--- src/rtl/operand_entry_if.sv ---
// Operand-entry bus: raw switch/button inputs toward the entry block and
// registered operands plus status back out to the adder stage.
interface operand_entry_if;
  logic [3:0] sw;
  logic       btn_load;
  logic       btn_clear;
  logic [3:0] x;
  logic [3:0] y;
  logic       valid;
  logic [1:0] state_led;

  modport master (
    output sw, btn_load, btn_clear,
    input  x, y, valid, state_led
  );

  modport slave (
    input  sw, btn_load, btn_clear,
    output x, y, valid, state_led
  );
endinterface

--- src/rtl/operand_entry.sv ---
// Captures operands X then Y from slide switches on debounced load presses;
// a debounced clear press restarts entry. All outputs come straight from flops.
module operand_entry #(
  parameter int DEB_CYCLES = 16,
  parameter int CNT_W      = 16
) (
  input  logic           clk,
  input  logic           rst_n,
  operand_entry_if.slave bus
);

  typedef enum logic [1:0] {
    S_X    = 2'b00,
    S_Y    = 2'b01,
    S_DONE = 2'b10
  } state_t;

  localparam int               BTN_LOAD  = 0;
  localparam int               BTN_CLEAR = 1;
  localparam logic [CNT_W-1:0] DEB_MAX   = CNT_W'(DEB_CYCLES - 1);

  logic [3:0]       r_sw_s1, r_sw_s2;
  logic [1:0]       r_btn_s1, r_btn_s2;
  logic [1:0]       r_deb, r_deb_d;
  logic [CNT_W-1:0] r_cnt [2];

  state_t     r_state;
  logic [3:0] r_x, r_y;
  logic       r_valid;

  logic [1:0] w_btn_raw;
  logic [1:0] w_press;
  logic       w_load_p, w_clear_p;

  assign w_btn_raw = {bus.btn_clear, bus.btn_load};
  // One-cycle pulse per debounced rising edge; releases give nothing.
  assign w_press   = r_deb & ~r_deb_d;
  assign w_load_p  = w_press[BTN_LOAD];
  assign w_clear_p = w_press[BTN_CLEAR];

  // Two-flop synchronizers followed by a per-button stability counter.
  // NOTE: every register here uses non-blocking assignment so all flops
  // sample the pre-edge values; blocking would collapse the sync chain.
  always_ff @(posedge clk or negedge rst_n) begin
    if (!rst_n) begin
      r_sw_s1  <= '0;
      r_sw_s2  <= '0;
      r_btn_s1 <= '0;
      r_btn_s2 <= '0;
      r_deb    <= '0;
      r_deb_d  <= '0;
      for (int i = 0; i < 2; i++) r_cnt[i] <= '0;
    end else begin
      r_sw_s1  <= bus.sw;
      r_sw_s2  <= r_sw_s1;
      r_btn_s1 <= w_btn_raw;
      r_btn_s2 <= r_btn_s1;
      r_deb_d  <= r_deb;
      for (int i = 0; i < 2; i++) begin
        if (r_btn_s2[i] != r_deb[i]) begin
          if (r_cnt[i] == DEB_MAX) begin
            r_deb[i] <= ~r_deb[i];
            r_cnt[i] <= '0;
          end else begin
            r_cnt[i] <= r_cnt[i] + CNT_W'(1);
          end
        end else begin
          r_cnt[i] <= '0;
        end
      end
    end
  end

  // Entry FSM; clear outranks load so a simultaneous load is dropped.
  always_ff @(posedge clk or negedge rst_n) begin
    if (!rst_n) begin
      r_state <= S_X;
      r_x     <= '0;
      r_y     <= '0;
      r_valid <= 1'b0;
    end else if (w_clear_p) begin
      r_state <= S_X;
      r_x     <= '0;
      r_y     <= '0;
      r_valid <= 1'b0;
    end else begin
      case (r_state)
        S_X: begin
          if (w_load_p) begin
            r_x     <= r_sw_s2;
            r_state <= S_Y;
          end
        end
        S_Y: begin
          if (w_load_p) begin
            r_y     <= r_sw_s2;
            r_valid <= 1'b1;
            r_state <= S_DONE;
          end
        end
        S_DONE: begin
          if (w_load_p) begin
            r_x     <= r_sw_s2;
            r_valid <= 1'b0;
            r_state <= S_Y;
          end
        end
        default: begin
          r_state <= S_X;
          r_x     <= '0;
          r_y     <= '0;
          r_valid <= 1'b0;
        end
      endcase
    end
  end

  assign bus.x         = r_x;
  assign bus.y         = r_y;
  assign bus.valid     = r_valid;
  assign bus.state_led = r_state;

endmodule

--- src/flat_wrapper.sv ---
// flat-port wrapper written by rule: the top's interface ports become plain ports
module operand_entry_flat 
#(
  parameter int DEB_CYCLES = 16,
  parameter int CNT_W      = 16
)
  (clk, rst_n, bus_sw, bus_btn_load, bus_btn_clear, bus_x, bus_y, bus_valid, bus_state_led);
  operand_entry_if bus_i ();
  input  logic clk;
  input  logic rst_n;
  input wire logic [$bits(bus_i.sw)-1:0] bus_sw;
  input wire logic [$bits(bus_i.btn_load)-1:0] bus_btn_load;
  input wire logic [$bits(bus_i.btn_clear)-1:0] bus_btn_clear;
  output wire logic [$bits(bus_i.x)-1:0] bus_x;
  output wire logic [$bits(bus_i.y)-1:0] bus_y;
  output wire logic [$bits(bus_i.valid)-1:0] bus_valid;
  output wire logic [$bits(bus_i.state_led)-1:0] bus_state_led;
  assign bus_i.sw = bus_sw;
  assign bus_i.btn_load = bus_btn_load;
  assign bus_i.btn_clear = bus_btn_clear;
  assign bus_x = bus_i.x;
  assign bus_y = bus_i.y;
  assign bus_valid = bus_i.valid;
  assign bus_state_led = bus_i.state_led;
  operand_entry #(.DEB_CYCLES(DEB_CYCLES), .CNT_W(CNT_W)) u_core (.clk(clk), .rst_n(rst_n), .bus(bus_i));
endmodule
--- config.mk ---
export PLATFORM = sky130hd
export DESIGN_NAME = operand_entry_flat
export DESIGN_NICKNAME = d
export VERILOG_FILES = /design/src/rtl/operand_entry_if.sv /design/src/rtl/operand_entry.sv /design/src/flat_wrapper.sv
export SDC_FILE = /design/constraint.sdc
export NUM_CORES = 1
export LEC_CHECK = 0
export ABC_AREA = 1
export BUFFER_PORTS_ARGS = -buffer_cell sky130_fd_sc_hd__buf_2
export CAP_MARGIN = 10
export CORE_AREA = 4 4 75 105
export DETAILED_ROUTE_END_ITERATION = 10
export DIE_AREA = 0 0 79 109
export PLACE_DENSITY_LB_ADDON = 0.05
export SLEW_MARGIN = 30
export SYNTH_ARGS = -nofsm -noshare
export SYNTH_HDL_FRONTEND = slang
export SYNTH_SLANG_ARGS = --single-unit
--- constraint.sdc ---
create_clock -name clk -period 3.49 [get_ports clk]
set_clock_uncertainty 0.15 [all_clocks]
set_input_delay 0 -clock clk [delete_from_list [all_inputs] [get_ports clk]]
set_output_delay 0 -clock clk [all_outputs]
set_load 0.005 [all_outputs]
==> results of run 1 <==
## cell usage in the layout (no fill, tap or decap), types with 7 or more instances in the layout
cell           synthesis  final
clkbuf_8               0      9
inv_1                 31     31
nand2_1               92     92
nand3_1               17     17
buf_2                  2     18
o21ai_0               10     10
nand4_1               12     12
dfrtp_1               59     59
nor2_1                64     64
dlygate4sd3_1          0      7
xor2_1                 8      8
## what timing repair did
action                    4_1_cts  5_1_grt
hold endpoints to repair       42        0
buffers inserted                0        0
hold buffers                    7        0
gates resized for setup         0        0
## metal layers
layer  up-vias  GRT usage
met4         0      0.104
met5         -          0
met2        30      0.255
li1       1096          -
met1       966      0.160
met3        17     0.0298
## power by group
| group | internal (mW) | switching [mW] | total (mW) |
|---|---|---|---|
| clock network | 0.406 | 0.293 | 0.699 |
| registers | 0.705 | 0.0140 | 0.719 |
| logic | 0.0255 | 0.0382 | 0.0637 |
## state kept, by name (all words and copies together), names as in the netlist, 4 cells and up
signal          flops
u_core.r_sw_s1      4
u_core.r_sw_s2      4
u_core.bus.y        4
u_core.bus.x        4
u_core.r_cnt       32
## worst register-to-register path: cells and delay by family (launching register included)
kind          cells  cell delay, ns
flops             1            0.41
simple gates      5            0.61
fa+ha+maj         1            0.26
## logic make-up after synthesis
family,after synthesis,synth area share
adder cells (fa/ha/maj),2,0.00922
AO/OA/AOI/OAI,20,0.0410
buffers and inverters,34,0.0479
XOR/XNOR,10,0.0323
flip-flops,59,0.544
AND/OR/NAND/NOR,202,0.325
## path summary, 6_finish.rpt
check,from,end
min reg2reg,u_core.r_btn_s1[0],u_core.r_btn_s2[0]
min in group clk,bus_sw[2],u_core.r_sw_s1[2]
max in group asynchronous,rst_n,u_core.r_cnt[1]
max reg2reg,u_core.r_cnt[0],u_core.r_cnt[0]
max,u_core.r_cnt[0],u_core.r_cnt[0]
min,rst_n,u_core.bus.x[0]
## layout make-up
class,count,area [sq um],share of cell area
timing repair buffer,26,168,0.0521
clock buffer,9,124,0.0385
tap,95,119,0.0370
inverter,32,120,0.0374
multi-input combinational,234,1110,0.344
sequential,59,1480,0.459
clock inverter,7,101,0.0315
==> run_results.csv, run 1 <==
group,metric,value,unit
detailed_routing,drtPass1Iterations,4,
synth,synth_common_cells,"nand2_1, nor2_1, dfrtp_1",
floorplan,start_util,0.391,
layout,fin_area,3220,sq um
detailed_routing,dr_wl_met3,143,um
placement,place.detailed.hpwl,4.04,mm
run,max_cap_violations,0,
sta,period_share,0.438,
clock_network,htree_levels,3,
sta,min_period,1.53,ns
sta,hold-worst-slack,0.132,ns
power_and_ir_drop,finalPower,1.48,mW
layout,nets,372,
power_and_ir_drop,power.density,461,nW/um^2
synth,synth_seq_cells,59,
floorplan,die_y,109,um
synth,synth_most_common_cell,"nand2_1",
synth,async_reset_ff_frac,1.00,
synth,netlist_area,2710,sq um
global_route,grt_overflow_total,0,
clock_network,path_clk_slew,0.08,ns
synth,synth_cell_types,23,
clock_network,cts.path.max_buffers,2,
setup_path,reg2reg_depth,6,
detailed_routing,wl_met2,2.79,mm
clock_network,clock_sinks,59,
setup_path,critPathRequiredTime,3.56,ns
detailed_routing,drt_iter0_markers,72,
global_route,grt_pass1_wl,9.67,mm
synth,synth_top_area_frac,0.544,
global_route,grt_usage,0.148,
placement,place_ws,1.95,ns
synth,synth_edf_count,0,
synth,yosys-top-cells-area,"dfrtp_1, nand2_1, nor2_1, inv_1, nand3_1",
placement,place_congestion,0.848,
synth,ys.flop_type,"dfrtp_1",
detailed_routing,vias_per_cell,4.56,
sta,worst_slew_pin_slew,0.808,ns
synth,netlist_instances,327,
global_route,grt_pass1_vias,2153,
setup_path,cp-start-kind,"flip-flop",
status,outcome,"finished, final reports clean",
setup_path,crit_slowest_cell,"dfrtp_1",
clock_network,clkLatencyLatePin,0.34,ns
sta,max-slew-margin-rel,0.462,
detailed_routing,ant_nets,0,
sta,slew_viol_final,0,
detailed_routing,vias,2109,
detailed_routing,routedWlPerCell,11.9,um
detailed_routing,drc,0,
detailed_routing,wl_met1,2.37,mm
placement,dpl.cell_count,439,
sta,setup_tns,0,ns
power_and_ir_drop,p_leak,1.48,nW
layout,fillCellCount,717,
floorplan,coreArea,6940,sq um
setup_path,r2r_slack,1.96,ns
synth,yosysSeqAreaShare,0.544,
global_route,grt_max_degree,38,
layout,n_antenna_cell,0,
setup_path,end_kind,"flip-flop",
detailed_routing,highest-signal-layer,"met4",
power_and_ir_drop,vdd_ir_drop_max,232,uV
synth,syn_avg_cell_area,8.30,sq um
layout,final_cells,462,
setup_path,cp.arrival,1.60,ns
clock_network,cts_buffers,9,
sta,max_freq,655,MHz
layout,area_delta_synth_final,18.5,%
setup_path,critical_path_class,"flip-flop to flip-flop",
setup_path,critPathMaxStageDelay,0.41,ns
floorplan,die_w,79,um
setup_path,crit_cells,6,
setup_path,crit_fanout,5,
clock_network,cts_tree,"yes",
global_route,antenna_found_initial,0,
setup_path,path_cells,"ha_1, nand3_2, nor2_1, nand2_1, nand2_1, nor2_1",
placement,dpl_cell_area,2920,sq um
floorplan,ioPinCount,19,
layout,drive_gt1_frac,0.139,
layout,utilization,0.464,
sta,final_hold_viol_count,0,
sta,rsz0062_at_grt,"false",
detailed_routing,routed_wl,5.51,mm
setup_path,cp_num_buf_inv,0,
floorplan,rows,36,
clock_network,clockRootBuffer,"clkbuf_8",
floorplan,die-area,8610,sq um
synth,syn_nets,337,
setup_path,critPathTopFamily,"simple AND/OR/NAND/NOR gates",
synth,synth_top_cell_by_area,"dfrtp_1",
placement,io_buffers,18,
min_path,hp-class,"input pin to async pin",
sta,finalSetupViolCount,0,
synth,yosysWarnings,0,
sta,fin_ws,1.96,ns
No activity file was read; power rests on OpenSTA's default activity.
==> inputs of run 2 (changes only) <==
clock period = 1.4 ns   (was 3.49 ns; I/O delays follow)
==> run 2 against run 1 <==
  * Via count up 6.6%
  * Wire length up 7.1%
  * Clock-buffer cell count up 3
  * Largest power group unchanged
  * Highest routed layer unchanged
==> run_results.csv, run 2 (synthesized netlist as in run 1, its figures left out) <==
group,metric,value,unit
setup_path,reg2reg_to,"u_core.r_cnt[30]",
clock_network,cts_buffers,9,
sta,hold-worst-slack,0.0448,ns
sta,setup_tns,0,ns
layout,area_delta_synth_final,32.1,%
layout,drive_gt1_frac,0.298,
setup_path,cp.arrival,1.43,ns
power_and_ir_drop,clkPwrFrac,0.459,
placement,io_buffers,18,
global_route,grt_max_degree,60,
sta,worst_slew_pin_slew,0.313,ns
min_path,hp-class,"input pin to async pin",
power_and_ir_drop,p_leak,1.61,nW
placement,place.detailed.hpwl,4.07,mm
detailed_routing,drc,0,
global_route,antenna_found_initial,0,
run,max_cap_violations,0,
power_and_ir_drop,switching_power,0.791,mW
clock_network,clockRootBuffer,"clkbuf_8",
sta,min_period,1.37,ns
clock_network,cts_tree,"yes",
setup_path,r2r_slack,0.03,ns
floorplan,ioPinCount,19,
setup_path,end_kind,"flip-flop",
clock_network,clock_sinks,59,
setup_path,r2r-start,"u_core.r_cnt[17]",
status,outcome,"finished, final reports clean",
setup_path,crit_fanout,5,
setup_path,critical_path_class,"flip-flop to flip-flop",
detailed_routing,drt_iter0_markers,101,
power_and_ir_drop,p_int,2.90,mW
layout,layout_commonest_cell,"nand2_1",
setup_path,critPathRequiredTime,1.46,ns
layout,mostFrequentLayoutCells,"nand2_1, nor2_1, dfrtp_1",
detailed_routing,routed_wl,5.90,mm
floorplan,start_util,0.391,
sta,rsz0062_at_grt,"true",
clock_network,htree_levels,3,
global_route,grt_pass1_wl,10.1,mm
layout,top_register,"u_core.r_cnt",
detailed_routing,drtPass1Iterations,4,
setup_path,endpoint,"u_core.r_cnt[30]",
floorplan,rows,36,
layout,largest_register_ffs,32,
setup_path,worstSetupStartpoint,"u_core.r_cnt[17]",
power_and_ir_drop,vdd_ir_drop_max,618,uV
global_route,grt_pass1_vias,2175,
detailed_routing,ant_nets,0,
sta,max_freq,730,MHz
sta,max-slew-margin-rel,0.791,
setup_path,cp-start-kind,"flip-flop",
detailed_routing,routedWlPerCell,12.1,um
sta,final_hold_viol_count,0,
detailed_routing,vias,2248,
layout,nets,398,
global_route,grt_overflow_total,0,
placement,place_congestion,0.840,
floorplan,coreArea,6940,sq um
floorplan,die_y,109,um
power_and_ir_drop,p_comb_frac,0.056,
setup_path,reg2reg_depth,6,
layout,utilization,0.517,
sta,slew_viol_final,0,
power_and_ir_drop,power.density,1030,nW/um^2
floorplan,die_w,79,um
floorplan,die-area,8610,sq um
power_and_ir_drop,switching_share,0.214,
layout,n_antenna_cell,0,
sta,finalSetupViolCount,0,
detailed_routing,vias_per_cell,4.61,
clock_network,cts.path.max_buffers,2,
clock_network,path_clk_slew,0.07,ns
clock_network,clkLatencyLatePin,0.33,ns
power_and_ir_drop,p_seq_frac,0.485,
global_route,grt_usage,0.152,
sta,period_share,0.978,
[run 2: cell types whose count changed in the layout (fill, tap and decap cells not counted), moves of 8 or more]
cell,change
nand2_1,-10
buf_4,+24
dfrtp_2,+8
nor2_1,-11
dfrtp_1,-8
nand2_2,+10
[run 2: layout make-up]
| type | instances | area (sq um) |
|---|---|---|
| Tap cell | 95 | 119 |
| Timing Repair Buffer | 52 | 379 |
| Fill cell | 715 | 3350 |
| Clock buffer | 12 | 145 |
| Clock inverter | 4 | 73.8 |
| Multi-Input combinational cell | 234 | 1260 |
| Inverter | 32 | 120 |
| Sequential cell | 59 | 1490 |
[run 2: metrics by stage]
step / setup WS [ns] / instance area [sq um] / power, mW / cells
floorplan: 0.0381 / 2710 / 1.89 / 327
finish: 0.0307 / 3590 / 3.70 / 488
detailed placement: -0.0890 / 3070 / 2.00 / 457
global placement: -0.0402 / 3070 / 2.00 / 457
CTS: -0.0404 / 3370 / 3.76 / 480
global route: -0.0712 / 3590 / 3.87 / 488
[run 2: power groups by stage]
stage          registers (mW)  clock network [mW]  logic, mW
2_1_floorplan            1.82                   0     0.0656
4_1_cts                  1.79                1.78      0.199
3_5_place_dp             1.82                   0      0.182
5_1_grt                  1.80                1.83      0.236
3_3_place_gp             1.82                   0      0.182
6_report                 1.79                1.70      0.206
[run 2: repair_timing]
| item | CTS | global route |
|---|---|---|
| gates cloned | 0 | 0 |
| pin swaps | 0 | 15 |
| hold buffers | 7 | 0 |
| gates resized for setup | 6 | 49 |
| endpoints found under the hold margin | 65 | 0 |
| buffers inserted | 0 | 8 |
| setup endpoints to repair | 15 | 41 |
[run 2: routing by layer]
layer / vias up / GRT usage / wire [um]
li1: 1143 / - / -
met1: 1061 / 0.175 / 2430
met2: 35 / 0.260 / 3200
met3: 9 / 0.0405 / 168
met4: 0 / 0.0713 / 112
met5: - / 0 / 0
[run 2: worst min-delay path by stage]
stage | from | end | slack [ns]
floorplan | rst_n | u_core.bus.state_led[0] | -0.45
global placement | rst_n | u_core.bus.x[0] | -0.12
detailed placement | rst_n | u_core.bus.x[0] | -0.12
CTS | rst_n | u_core.r_btn_s2[0] | 0.05
global route | rst_n | u_core.bus.x[0] | 0.06
finish | rst_n | u_core.bus.x[1] | 0.04
[run 2: critical path: stages (launching register included)]
cell and delay (ns):
dfrtp_1 0.35, ha_2 0.21, nand3_4 0.14, nor2_4 0.19, nand3_2 0.08, nand2_2 0.07
a21oi_2 0.05
==> inputs of run 3 (changes only) <==
CORE_AREA = 4 4 88 90   (was 4 4 75 105)
DIE_AREA = 0 0 92 94   (was 0 0 79 109)
==> run 3 against run 2 <==
  * Worst hold slack gained 0.016 ns
  * First-iteration DRC count shrank 36%
  * Combinational power grew 5%
  * Critical path depth grew 1
  * Final cell count shrank 0.82%
  * Utilization shrank 1.7 points
  * Die area grew 0.43%
  * Clock-buffer cell count shrank 3
  * Wire length shrank 3.3%
  * Global-route usage shrank 0.44 points
  * Critical endpoint is now u_core.r_cnt[26]
==> run_results.csv, run 3 (synthesized netlist as in run 1, its figures left out) <==
group,metric,value,unit
detailed_routing,routed_wl,5.71,mm
placement,place_ws,-0.0453,ns
setup_path,path_cells,"ha_4, nand3_4, inv_2, buf_4, nand4_1, nand2_1, nor2_1",
layout,layout_commonest_cell,"nand2_1",
setup_path,end_kind,"flip-flop",
floorplan,die_y,94,um
power_and_ir_drop,power.density,1010,nW/um^2
setup_path,cp.arrival,1.44,ns
global_route,grt_overflow_total,0,
layout,fillCellCount,691,
global_route,antenna_found_initial,0,
detailed_routing,drt_iter0_markers,65,
global_route,grt_pass1_vias,2124,
global_route,grt_max_degree,60,
setup_path,critPathTopFamily,"flip-flops",
sta,finalSetupViolCount,0,
floorplan,coreArea,7060,sq um
setup_path,cp-start-kind,"flip-flop",
floorplan,start_util,0.384,
global_route,grt_pass1_wl,9.91,mm
layout,drive_gt1_frac,0.270,
min_path,hp-class,"input pin to async pin",
status,outcome,"finished, final reports clean",
placement,io_buffers,18,
clock_network,clock_sinks,59,
global_route,grt_usage,0.147,
clock_network,clockRootBuffer,"clkbuf_8",
layout,utilization,0.499,
floorplan,rows,31,
detailed_routing,ant_nets,0,
clock_network,path_clk_slew,0.08,ns
sta,rsz0062_at_grt,"true",
layout,nets,390,
layout,mostFrequentLayoutCells,"nand2_1, dfrtp_1, nor2_1",
sta,slew_viol_final,0,
detailed_routing,vias,2166,
clock_network,clkLatencyLatePin,0.33,ns
detailed_routing,drtPass1Iterations,4,
setup_path,crit_slowest_cell,"dfrtp_1",
sta,period_share,0.980,
floorplan,die-area,8650,sq um
sta,worst_slew_pin_slew,0.311,ns
sta,min_period,1.37,ns
setup_path,crit_fanout,5,
sta,final_hold_viol_count,0,
power_and_ir_drop,vdd_ir_drop_max,486,uV
floorplan,ioPinCount,19,
sta,fin_ws,0.0275,ns
layout,n_antenna_cell,0,
detailed_routing,vias_per_cell,4.48,
detailed_routing,routedWlPerCell,11.8,um
floorplan,die_w,92,um
detailed_routing,drc,0,
power_and_ir_drop,p_leak,1.59,nW
sta,max-slew-margin-rel,0.793,
clock_network,cts.path.max_buffers,2,
setup_path,critical_path_class,"flip-flop to flip-flop",
sta,setup_tns,0,ns
setup_path,cp_num_buf_inv,2,
layout,top_register,"u_core.r_cnt",
sta,max_freq,729,MHz
layout,area_delta_synth_final,29.9,%
setup_path,critPathRequiredTime,1.46,ns
placement,place_congestion,0.825,
clock_network,cts_tree,"yes",
layout,largest_register_ffs,32,
power_and_ir_drop,finalPower,3.56,mW
setup_path,critPathMaxStageDelay,0.41,ns
clock_network,htree_levels,3,
run,max_cap_violations,0,
placement,place.detailed.hpwl,3.92,mm
clock_network,cts_buffers,9,
==> run 3: changes by cell type in the layout (fill, tap and decap cells not counted), sizes merged <==
cell	previous run	this run
buf	45	37
clkbuf	12	9
bufinv	2	1
clkinv	2	4
inv	32	34
==> run 3: worst min-delay path: cells and delay by family <==
kind | cells | cell delay, ns
buffers and inverters | 3 | 0.92
==> run 3: routing by layer <==
metal | routed length (um) | track usage | vias to the layer above
met5 | 0 | 0 | -
met4 | 64 | 0.0631 | 0
met3 | 185 | 0.0385 | 5
met2 | 2840 | 0.242 | 25
met1 | 2620 | 0.183 | 1001
li1 | - | - | 1135
==> run 3: layout make-up <==
cell class,count,area (sq um),share of cell area
flip-flops and latches,59,1480,0.420
multi-input cells,234,1270,0.361
repair buffers,44,327,0.0926
clock buffers,9,124,0.0351
well taps,99,124,0.0351
inverters,32,123,0.0348
clock inverters,7,75.1,0.0213
==> run 3: final timing paths <==
| kind | start | endpoint | slack (ns) | cells after the start |
|---|---|---|---|---|
| min reg2reg | u_core.r_sw_s1[3] | u_core.r_sw_s2[3] | 0.20 | 0 |
| min | rst_n | u_core.bus.x[2] | 0.06 | 3 |
| max in group asynchronous | rst_n | u_core.r_cnt[2] | 0.77 | 3 |
| min in group clk | bus_btn_load | u_core.r_btn_s1[0] | 0.15 | 2 |
| max | u_core.r_cnt[17] | u_core.r_cnt[26] | 0.03 | 7 |
| max reg2reg | u_core.r_cnt[17] | u_core.r_cnt[26] | 0.03 | 7 |
==> run 3: where the power goes <==
group	internal [mW]	switching [mW]
Sequential	1.76	0.0399
Combinational	0.0996	0.117
Clock	0.833	0.717
Total	2.69	0.874
==> run 3: per-stage QoR <==
stage / hold slack [ns] / cells / area [sq um]
3_5_place_dp: -0.116 / 455 / 3030
3_3_place_gp: -0.117 / 455 / 3030
4_1_cts: 0.0496 / 479 / 3320
6_report: 0.0610 / 484 / 3530
2_1_floorplan: -0.446 / 327 / 2710
5_1_grt: 0.0844 / 484 / 3530
==> run 3: repair_timing <==
| item | CTS | global route |
|---|---|---|
| pin swaps | 0 | 14 |
| gates resized for setup | 5 | 50 |
| endpoints found under the setup margin | 10 | 43 |
| hold endpoints to repair | 65 | 0 |
| buffers inserted | 1 | 5 |
| hold buffers | 7 | 0 |
